--- src/rtl/ram_stream_reader_pkg.sv ---
// Shared types and constants for the RAM burst reader and its skid buffer.
package lstm_ram_pkg;

    typedef enum logic [1:0] {
        IDLE  = 2'd0,
        READ  = 2'd1,
        DRAIN = 2'd2,
        DONE  = 2'd3
    } rd_state_e;

    localparam int RAM_RD_LATENCY = 1;
    localparam int SKID_DEPTH     = 2;

endpackage

--- src/rtl/ram_stream_reader_if.sv ---
// Command, RAM-port and output-stream signals of the burst reader.
// The master modport is the reader's view; slave is the surrounding system.
interface ram_stream_reader_if #(
    parameter int WIDTH = 32,
    parameter int DEPTH = 256
) ();
    localparam int ADDR_WIDTH = $clog2(DEPTH);
    localparam int LEN_WIDTH  = $clog2(DEPTH) + 1;

    logic                  cmd_valid;
    logic                  cmd_ready;
    logic [ADDR_WIDTH-1:0] cmd_addr;
    logic [LEN_WIDTH-1:0]  cmd_len;
    logic                  ram_en;
    logic [ADDR_WIDTH-1:0] ram_addr;
    logic [WIDTH-1:0]      ram_dout;
    logic                  m_valid;
    logic                  m_ready;
    logic [WIDTH-1:0]      m_data;
    logic                  m_last;
    logic                  busy;
    logic                  done;

    modport master (
        input  cmd_valid, cmd_addr, cmd_len, ram_dout, m_ready,
        output cmd_ready, ram_en, ram_addr, m_valid, m_data, m_last, busy, done
    );

    modport slave (
        output cmd_valid, cmd_addr, cmd_len, ram_dout, m_ready,
        input  cmd_ready, ram_en, ram_addr, m_valid, m_data, m_last, busy, done
    );
endinterface

--- src/rtl/ram_stream_reader_skid_fifo.sv ---
// Two-entry register FIFO holding {last, data} words returned by the RAM.
// Head is presented combinationally so the stream output needs no extra cycle.
module ram_rd_skid_fifo
    import lstm_ram_pkg::*;
#(
    parameter int DATA_W = 33
) (
    input  logic                                clk,
    input  logic                                rst_n,
    input  logic                                i_push,
    input  logic [DATA_W-1:0]                   i_push_data,
    input  logic                                i_pop,
    output logic [$clog2(SKID_DEPTH+1)-1:0]     o_count,
    output logic [DATA_W-1:0]                   o_head
);
    localparam int PTR_W = $clog2(SKID_DEPTH);
    localparam int CNT_W = $clog2(SKID_DEPTH + 1);

    logic [DATA_W-1:0] r_mem [SKID_DEPTH];
    logic [PTR_W-1:0]  r_wr_ptr;
    logic [PTR_W-1:0]  r_rd_ptr;
    logic [CNT_W-1:0]  r_count;

    always_ff @(posedge clk) begin
        if (!rst_n) begin
            for (int i = 0; i < SKID_DEPTH; i++) begin
                r_mem[i] <= '0;
            end
            r_wr_ptr <= '0;
            r_rd_ptr <= '0;
            r_count  <= '0;
        end else begin
            if (i_push) begin
                r_mem[r_wr_ptr] <= i_push_data;
                r_wr_ptr        <= r_wr_ptr + PTR_W'(1);
            end
            if (i_pop) begin
                r_rd_ptr <= r_rd_ptr + PTR_W'(1);
            end
            r_count <= r_count + CNT_W'(i_push) - CNT_W'(i_pop);
        end
    end

    assign o_count = r_count;
    assign o_head  = r_mem[r_rd_ptr];

endmodule

--- src/rtl/ram_stream_reader.sv ---
// Burst reader: turns an (addr, len) command into sequential RAM reads and a
// backpressured stream with a last flag, never holding more than two words.
module ram_stream_reader
    import lstm_ram_pkg::*;
#(
    parameter int WIDTH = 32,
    parameter int DEPTH = 256
) (
    input  logic               clk,
    input  logic               rst_n,
    ram_stream_reader_if.master bus
);
    localparam int ADDR_WIDTH = $clog2(DEPTH);
    localparam int LEN_WIDTH  = $clog2(DEPTH) + 1;
    localparam int CNT_W      = $clog2(SKID_DEPTH + 1);
    localparam int SLOT_W     = CNT_W + 1;
    localparam int SUM_W      = LEN_WIDTH + 1;
    localparam logic [SUM_W-1:0] DEPTH_EXT = SUM_W'(DEPTH);

    rd_state_e             r_state;
    rd_state_e             w_state_next;
    logic [ADDR_WIDTH-1:0] r_base;
    logic [LEN_WIDTH-1:0]  r_len;
    logic [LEN_WIDTH-1:0]  r_issued;
    logic [LEN_WIDTH-1:0]  r_pushed;
    logic [LEN_WIDTH-1:0]  r_popped;
    logic                  r_inflight;

    logic                  w_accept;
    logic                  w_issue;
    logic                  w_pop;
    logic                  w_m_valid;
    logic                  w_push_last;
    logic [SLOT_W-1:0]     w_slots_used;
    logic [SUM_W-1:0]      w_addr_sum;
    logic [ADDR_WIDTH-1:0] w_rd_addr;
    logic [CNT_W-1:0]      w_fifo_count;
    logic [WIDTH:0]        w_fifo_head;

    assign w_accept  = bus.cmd_valid && (r_state == IDLE);
    assign w_m_valid = (w_fifo_count != '0);
    assign w_pop     = w_m_valid && bus.m_ready;

    // A read may only go out if its word is certain to find a FIFO slot,
    // counting the word already on its way back and any pop this cycle.
    assign w_slots_used = SLOT_W'(w_fifo_count) + SLOT_W'(r_inflight) - SLOT_W'(w_pop);
    assign w_issue      = (r_state == READ) && (r_issued != r_len)
                       && (w_slots_used < SLOT_W'(SKID_DEPTH));

    assign w_addr_sum  = SUM_W'(r_base) + SUM_W'(r_issued);
    assign w_rd_addr   = (w_addr_sum >= DEPTH_EXT) ? ADDR_WIDTH'(w_addr_sum - DEPTH_EXT)
                                                   : ADDR_WIDTH'(w_addr_sum);
    assign w_push_last = (r_pushed == r_len - LEN_WIDTH'(1));

    always_comb begin
        w_state_next  = r_state;
        bus.cmd_ready = 1'b0;
        bus.busy      = 1'b1;
        bus.done      = 1'b0;
        bus.ram_en    = w_issue;
        bus.ram_addr  = w_issue ? w_rd_addr : '0;
        bus.m_valid   = w_m_valid;
        bus.m_data    = w_fifo_head[WIDTH-1:0];
        bus.m_last    = w_m_valid && w_fifo_head[WIDTH];
        case (r_state)
            IDLE: begin
                bus.cmd_ready = 1'b1;
                bus.busy      = 1'b0;
                if (bus.cmd_valid) begin
                    w_state_next = (bus.cmd_len == '0) ? DONE : READ;
                end
            end
            READ: begin
                if (w_issue && (r_issued + LEN_WIDTH'(1) == r_len)) begin
                    w_state_next = DRAIN;
                end
            end
            DRAIN: begin
                if (w_pop && (r_popped + LEN_WIDTH'(1) == r_len)) begin
                    w_state_next = DONE;
                end
            end
            DONE: begin
                bus.done     = 1'b1;
                w_state_next = IDLE;
            end
            default: w_state_next = IDLE;
        endcase
    end

    always_ff @(posedge clk) begin
        if (!rst_n) begin
            r_state    <= IDLE;
            r_base     <= '0;
            r_len      <= '0;
            r_issued   <= '0;
            r_pushed   <= '0;
            r_popped   <= '0;
            r_inflight <= 1'b0;
        end else begin
            r_state    <= w_state_next;
            r_inflight <= w_issue;
            if (w_accept) begin
                r_base   <= bus.cmd_addr;
                r_len    <= bus.cmd_len;
                r_issued <= '0;
                r_pushed <= '0;
                r_popped <= '0;
            end else begin
                if (w_issue)    r_issued <= r_issued + LEN_WIDTH'(1);
                if (r_inflight) r_pushed <= r_pushed + LEN_WIDTH'(1);
                if (w_pop)      r_popped <= r_popped + LEN_WIDTH'(1);
            end
        end
    end

    // Clearing r_inflight on reset is what discards a read still in flight.
    ram_rd_skid_fifo #(
        .DATA_W (WIDTH + 1)
    ) u_skid (
        .clk         (clk),
        .rst_n       (rst_n),
        .i_push      (r_inflight),
        .i_push_data ({w_push_last, bus.ram_dout}),
        .i_pop       (w_pop),
        .o_count     (w_fifo_count),
        .o_head      (w_fifo_head)
    );

endmodule

--- src/flat_wrapper.sv ---
// flat-port wrapper written by rule: the top's interface ports become plain ports
module ram_stream_reader_flat import lstm_ram_pkg::*;
#(
    parameter int WIDTH = 32,
    parameter int DEPTH = 256
)
  (clk, rst_n, bus_cmd_valid, bus_cmd_addr, bus_cmd_len, bus_ram_dout, bus_m_ready, bus_cmd_ready, bus_ram_en, bus_ram_addr, bus_m_valid, bus_m_data, bus_m_last, bus_busy, bus_done);
  ram_stream_reader_if #(.WIDTH(WIDTH), .DEPTH(DEPTH)) bus_i ();
  input  logic clk;
  input  logic rst_n;
  input wire logic [$bits(bus_i.cmd_valid)-1:0] bus_cmd_valid;
  input wire logic [$bits(bus_i.cmd_addr)-1:0] bus_cmd_addr;
  input wire logic [$bits(bus_i.cmd_len)-1:0] bus_cmd_len;
  input wire logic [$bits(bus_i.ram_dout)-1:0] bus_ram_dout;
  input wire logic [$bits(bus_i.m_ready)-1:0] bus_m_ready;
  output wire logic [$bits(bus_i.cmd_ready)-1:0] bus_cmd_ready;
  output wire logic [$bits(bus_i.ram_en)-1:0] bus_ram_en;
  output wire logic [$bits(bus_i.ram_addr)-1:0] bus_ram_addr;
  output wire logic [$bits(bus_i.m_valid)-1:0] bus_m_valid;
  output wire logic [$bits(bus_i.m_data)-1:0] bus_m_data;
  output wire logic [$bits(bus_i.m_last)-1:0] bus_m_last;
  output wire logic [$bits(bus_i.busy)-1:0] bus_busy;
  output wire logic [$bits(bus_i.done)-1:0] bus_done;
  assign bus_i.cmd_valid = bus_cmd_valid;
  assign bus_i.cmd_addr = bus_cmd_addr;
  assign bus_i.cmd_len = bus_cmd_len;
  assign bus_i.ram_dout = bus_ram_dout;
  assign bus_i.m_ready = bus_m_ready;
  assign bus_cmd_ready = bus_i.cmd_ready;
  assign bus_ram_en = bus_i.ram_en;
  assign bus_ram_addr = bus_i.ram_addr;
  assign bus_m_valid = bus_i.m_valid;
  assign bus_m_data = bus_i.m_data;
  assign bus_m_last = bus_i.m_last;
  assign bus_busy = bus_i.busy;
  assign bus_done = bus_i.done;
  ram_stream_reader #(.WIDTH(WIDTH), .DEPTH(DEPTH)) u_core (.clk(clk), .rst_n(rst_n), .bus(bus_i));
endmodule
--- config.mk ---
export PLATFORM = sky130hd
export DESIGN_NAME = ram_stream_reader_flat
export DESIGN_NICKNAME = d
export VERILOG_FILES = /design/src/rtl/ram_stream_reader_pkg.sv /design/src/rtl/ram_stream_reader_if.sv /design/src/rtl/ram_stream_reader_skid_fifo.sv /design/src/rtl/ram_stream_reader.sv /design/src/flat_wrapper.sv
export SDC_FILE = /design/constraint.sdc
export NUM_CORES = 1
export LEC_CHECK = 0
export BUFFER_PORTS_ARGS = -buffer_cell sky130_fd_sc_hd__buf_4
export CORE_UTILIZATION = 57
export CTS_CLUSTER_SIZE = 24
export DETAILED_ROUTE_END_ITERATION = 12
export GPL_TIMING_DRIVEN = 0
export PLACE_DENSITY = 0.8
export SLEW_MARGIN = 20
export SYNTH_ARGS = -nofsm -noshare
export SYNTH_HDL_FRONTEND = slang
export SYNTH_SLANG_ARGS = --single-unit
--- constraint.sdc ---
create_clock -name clk -period 4.4 [get_ports clk]
set_input_delay 0.22 -clock clk [delete_from_list [all_inputs] [get_ports clk]]
set_output_delay 0.22 -clock clk [all_outputs]
set_load 0.05 [all_outputs]
; ---- Word-level counts from Yosys, hierarchy flattened
; Memories as Yosys holds them, arrays and structs flattened. A register that Yosys moved wholly into a read port is not among the register bits.
; Cells that the tools add are included.
[word_totals]
ram_bits = 66
output_inout_bits = 46
register_bits = 51
word_cells = 68
mem_count = 1
latchBits = 0
rom_bits = 0
[memory_table]
columns = memory, words, word_bits, read_ports, rd_clocked_by_memory_dff, write_ports, line
row1 = u_core.u_skid.r_mem, 2, 33, 1, 1, 2, ram_stream_reader_skid_fifo.sv:19  ; logic [DATA_W-1:0] r_mem [SKID_DEPTH];
[classes]
n_eq_ne = 10
div = 0
order_cmp = 2
shifts = 0
bitwise_logic = 1
n_mul = 0
addsub = 12
muxes = 19
reduce_logical = 13
[ops]
columns = cell, n
row1 = 33-bit 2-to-1 mux, 1
row2 = 33-bit OR reduction, 1
row3 = "9-bit by 1-bit adder with 9-bit output, second input constant", 3
row4 = 9-bit == test, 3
row5 = 8-bit 2-to-1 mux, 2
row6 = 1-bit 2-to-1 mux, 11
row7 = 8-bit by 9-bit adder with 10-bit output, 1
row8 = "10-bit by 9-bit >= comparator with 1-bit output, second input constant", 1
row9 = 9-bit zero test, 1
row10 = 9-bit != test, 1
row11 = "9-bit by 1-bit subtractor with 9-bit output, second input constant", 1
row12 = 2-bit 2-to-1 mux, 4
row13 = 2-bit one-hot mux with 4 select lines, 1
row14 = "8-bit by 1-bit subtractor with 8-bit output, second input constant", 1
row15 = 1-bit logical AND, 7
row16 = "2-bit == test, second input constant", 2
row17 = "2-bit != test, second input constant", 2
row18 = 2-bit by 1-bit adder with 3-bit output, 1
row19 = "3-bit by 2-bit < comparator with 1-bit output, second input constant", 1
row20 = 3-bit AND reduction, 1
row21 = 3-bit by 1-bit subtractor with 3-bit output, 1
row22 = "1-bit adder, second input constant", 2
row23 = 2-bit by 1-bit adder with 2-bit output, 1
row24 = "2-bit by 1-bit == test with 1-bit output, second input constant", 1
row25 = 6 further kinds, 6

; ---- Depth between registers and ports, before layout
[depth]
ltp_word = 8
depth_mapped = 15

; ---- Hierarchy
; A second synthesis with hierarchy kept.
[hier_totals]
hier_cells = 646
hier_area_um2 = 6490.0
[by_module_without_submodules]
columns = module, cells_each, area_each_um2, instances, seq_area_each_um2
row1 = ram_stream_reader, 412, 3286.9, 1, 940.9
row2 = ram_rd_skid_fifo, 234, 3203.1, 1, 2082.0

; ---- Worst setup path before layout
; OpenSTA, ideal clock, no wires.
[synth_path]
path_kind = reg-to-reg
start = reg u_core.r_inflight
end = mem u_core.u_skid.r_mem[0][0], enable pin
arrival_time_ns = 3.080
stages_incl_launch_ff = 4
path_slack_ns = 0.851
period_less_slack_ns = 3.549
n_path_buf = 1
required_ns = 3.931
path_cell_list = dfxtp_1 -> clkbuf_1 -> inv_1 -> o21ai_0
[synth_rtl]
columns = item, line
row1 = "start, declared", ram_stream_reader.sv:27  ; logic r_inflight;
row2 = "start signal, assigned", ram_stream_reader.sv:102  ; r_inflight <= w_issue;
row3 = "end, declared", ram_stream_reader_skid_fifo.sv:19

; ---- Worst setup path after layout
[layout_path]
start = reg u_core.u_skid.r_count[1], in the netlist u_core.u_skid.o_count[1]
end = out bus_ram_addr[1]
[layout_between]
elab_chain_len = 6
elab_cells_between_ends = 7
[layout_lines]
columns = item, line
row1 = "start, declared", ram_stream_reader_skid_fifo.sv:22  ; logic [CNT_W-1:0] r_count;
row2 = "start signal, assigned", ram_stream_reader_skid_fifo.sv:40  ; r_count <= r_count + CNT_W'(i_push) - CNT_W'(i_pop);
row3 = 2-bit nonzero test, ram_stream_reader.sv:41  ; assign w_m_valid = (w_fifo_count != '0);
row4 = 1-bit logical AND, ram_stream_reader.sv:42  ; assign w_pop = w_m_valid && bus.m_ready;
row5 = named net u_core.u_skid.i_pop, ram_stream_reader_skid_fifo.sv:12  ; input logic i_pop,
row6 = 3-bit by 1-bit subtractor with 3-bit output, ram_stream_reader.sv:46  ; assign w_slots_used = SLOT_W'(w_fifo_count) + SLOT_W'(r_inflight) - SLOT_W'(w_pop);
row7 = 3-bit by 2-bit < comparator with 1-bit output, ram_stream_reader.sv:48  ; && (w_slots_used < SLOT_W'(SKID_DEPTH));
row8 = 1-bit logical AND, ram_stream_reader.sv:48
row9 = 8-bit 2-to-1 mux, ram_stream_reader.sv:61  ; bus.ram_addr = w_issue ? w_rd_addr : '0;
row10 = "end, declared", flat_wrapper.sv:18  ; output wire logic [$bits(bus_i.ram_addr)-1:0] bus_ram_addr;
; The timed path passes the listed nets, and every way through them passes these cells.

==> results.json <==
{
  "grt_use_total_pct": 29.7,
  "worstMarginPinSlew_ps": 832,
  "io_pins": 99,
  "totalWireLength_mm": 15.6,
  "rrSetupSlack_ps": 510,
  "min-delay-path-class": "in2reg",
  "cts.clk_slew.worst_paths_ps": 60,
  "gp_congestion": 0.913,
  "htree_levels": 4,
  "die_h_um": 106,
  "drtIter0Drc": 355,
  "via_per_inst": 5.58,
  "antenna_left": 0,
  "clock-sinks": 118,
  "clock_power_share_pct": 32.3,
  "antenna_found_initial": 1,
  "fmax_mhz": 256,
  "cts_resized": 0,
  "dp_hpwl_mm": 9.73,
  "vdd_drop_max_mv": 0.306,
  "setup_viol": 0,
  "r2r-end": "u_core.r_state[1]",
  "dp_cells": 828,
  "synthCells": 594,
  "worstHoldPathCells": 3,
  "clock_path_buffers": 2,
  "drc": 0,
  "dieArea_um2": 11200,
  "core_area_um2": 10400,
  "numPortBuffers": 97,
  "cp.required_ps": 4180,
  "grt_overflow": 0,
  "cp.arrival_ps": 3690,
  "dr.pass1.iters": 4,
  "cap_violations": 0,
  "grt_pass1_wl_mm": 25.4,
  "insertion_delay_ps": 530,
  "ys_ff_latch": 118,
  "whs_ps": 83.7,
  "syn_area_per_cell_um2": 10.4,
  "cts_buffers": 17,
  "p_leak_nw": 3.35,
  "synth_ff_type": "edfxtp_1",
  "cts_hold_buf": 49,
  "switchingPower_mw": 1.56,
  "cts_tree": "yes",
  "syn_area_um2": 6150,
  "worst-path-max-fanout": 10,
  "hold_path_startpoint": "bus_cmd_valid",
  "synth_seq_area_share_pct": 49.1,
  "finalHoldViolCount": 0,
  "syn-num-nets": 666,
  "cts-root-buf": "clkbuf_8",
  "cts_setup_buffers": 0,
  "combPwrFrac_pct": 35.9,
  "post_drt_wl_per_cell_um": 17.2,
  "worst_setup_path_end_kind": "output port",
  "die_w_um": 106,
  "rsz0062_at_grt": "no",
  "drv_slew": 0,
  "vias": 5077,
  "row_count": 37,
  "stdcell_count": 910,
  "seqPwrFrac_pct": 31.9,
  "skew_ps": 7.92,
  "path_class": "reg2out",
  "timing.rr.start": "u_core.u_skid.o_count[1]",
  "status": "completed",
  "synth-edff-count": 66,
  "initial_utilization_pct": 59.1,
  "nets": 832,
  "r2r_cells": 15,
  "ys_warn_count": 0,
  "async_reset_ff_share_pct": 0,
  "p_int_mw": 2.72,
  "grt_pass1_vias": 5208,
  "drive_gt1_share_pct": 23.4,
  "post_synth_num_cell_types": 51,
  "whs_endpoint": "u_core.r_state[0]",
  "fin_crit_ps": 3910,
  "area_growth_pct": 32.9,
  "slew_headroom_pct": 44.4,
  "power.density_nw_per_um2": 523,
  "min_period_over_period_pct": 88.8,
  "start_kind": "register",
  "grt_max_degree": 34,
  "swShare_pct": 36.4
}
==> power groups by stage <==
| stage | logic (mW) | registers [mW] | clock network [mW] |
|---|---|---|---|
| after floorplan | 1.08 | 1.36 | 0 |
| after global placement | 1.42 | 1.38 | 0 |
| after detailed placement | 1.47 | 1.38 | 0 |
| after CTS | 1.52 | 1.36 | 1.39 |
| after global routing | 1.62 | 1.37 | 1.45 |
| final | 1.53 | 1.36 | 1.38 |
==> cell families (layout without fill, tap and decap cells) <==
group | after synthesis | in the layout | synth area share [%]
simple gates | 230 | 230 | 19.3
mux | 36 | 36 | 6.53
xor+xnor | 71 | 71 | 10.1
compound gates | 70 | 70 | 7.26
flops | 118 | 118 | 49.1
fa+ha+maj | 19 | 19 | 4.11
other cells | 0 | 1 | 0
buf+inv | 50 | 229 | 3.62
==> metrics by stage <==
step           total power [mW]  setup slack [ps]  area [um2]  TNS, ps  util, %
2_1_floorplan              2.45               851        6150        0        -
3_3_place_gp               2.80              -506        7050   -16630     67.7
3_5_place_dp               2.85               659        7090        0     68.1
4_1_cts                    4.27               517        8180        0     78.5
5_1_grt                    4.44               385        8180        0     78.5
6_report                   4.28               492        8180        0     78.5
==> registers in the layout, indices dropped and copies added (netlist names), named ones only <==
name / flops
u_core.r_pushed: 9
u_core.u_skid.r_rd_ptr: 1
u_core.u_skid.r_mem: 66
u_core.u_skid.o_count: 2
u_core.r_len: 9
u_core.r_base: 8
u_core.r_popped: 9
u_core.r_issued: 9
u_core.r_state: 2
u_core.u_skid.r_wr_ptr: 1
u_core.r_inflight: 1
==> layout make-up <==
type                       instances  area [um2]
sequential                       118        3020
tap                              136         170
fill                             643        2240
inverter                          17        66.3
timing repair buffer             147        1250
clock inverter                    15         179
antenna                            1        2.50
multi-input combinational        426        2920
clock buffer                      17         414
buffer                            33         156
==> worst max-delay path by stage <==
| stage | startpoint | endpoint | slack (ps) | cells after the start |
|---|---|---|---|---|
| 3_5_place_dp | u_core.u_skid.o_count[0] | u_core.r_state[0] | 660 | 15 |
| 4_1_cts | u_core.u_skid.o_count[0] | bus_ram_addr[1] | 520 | 14 |
| 2_1_floorplan | u_core.r_inflight | u_core.u_skid.r_mem[0][0] | 850 | 3 |
| 5_1_grt | u_core.u_skid.o_count[0] | bus_ram_addr[1] | 380 | 14 |
| 6_report | u_core.u_skid.o_count[1] | bus_ram_addr[1] | 490 | 14 |
| 3_3_place_gp | u_core.r_inflight | u_core.u_skid.r_mem[0][6] | -510 | 3 |
==> synthesized netlist by cell type, types with 15 or more instances <==
master	n	area share [%]
and2_1	70	7.1
edfxtp_1	66	32
nand2_1	65	4.0
dfxtp_1	52	17
xnor2_1	40	5.7
nor2_1	39	2.4
a21oi_1	35	2.8
mux2_2	32	5.9
xor2_1	31	4.4
clkbuf_1	22	1.3
ha_1	17	3.5
inv_1	15	0.91
==> critical path, stage by stage (launching register included) <==
cell	delay, ps
dfxtp_1	330
nor2_1	160
inv_1	80
nand2_1	120
clkinv_1	220
ha_1	360
inv_1	50
ha_1	190
fa_1	400
xnor2_1	160
nor3b_2	340
o31ai_4	250
inv_4	160
and2_1	150
buf_4	190
==> cells in the final DEF, fill, tap and decap left out, drive strengths merged, types with 3 or more instances in the layout <==
| cell | instances |
|---|---|
| or3 | 8 |
| clkinvlp | 3 |
| nor4 | 6 |
| nand2 | 66 |
| clkbuf | 39 |
| a21oi | 35 |
| xnor2 | 40 |
| dlygate4sd3 | 49 |
| dfxtp | 52 |
| mux2 | 33 |
| xor2 | 31 |
| and3 | 6 |
| inv | 18 |
| clkinv | 8 |
| o21ai | 11 |
| buf | 109 |
| ha | 17 |
| nor3 | 10 |
| edfxtp | 66 |
| nand4 | 10 |
| and2 | 70 |
| bufinv | 3 |
| nand3 | 8 |
| mux2i | 3 |
| nor2 | 40 |
==> layer usage <==
metal	track usage, %	vias up	share of wire (%)
met3	8.03	50	5.0
met5	0	-	0
met1	34.2	2460	41
met2	51.1	181	51
li1	-	2386	-
met4	14.3	0	3.3
(Power assumes the default switching activity.)
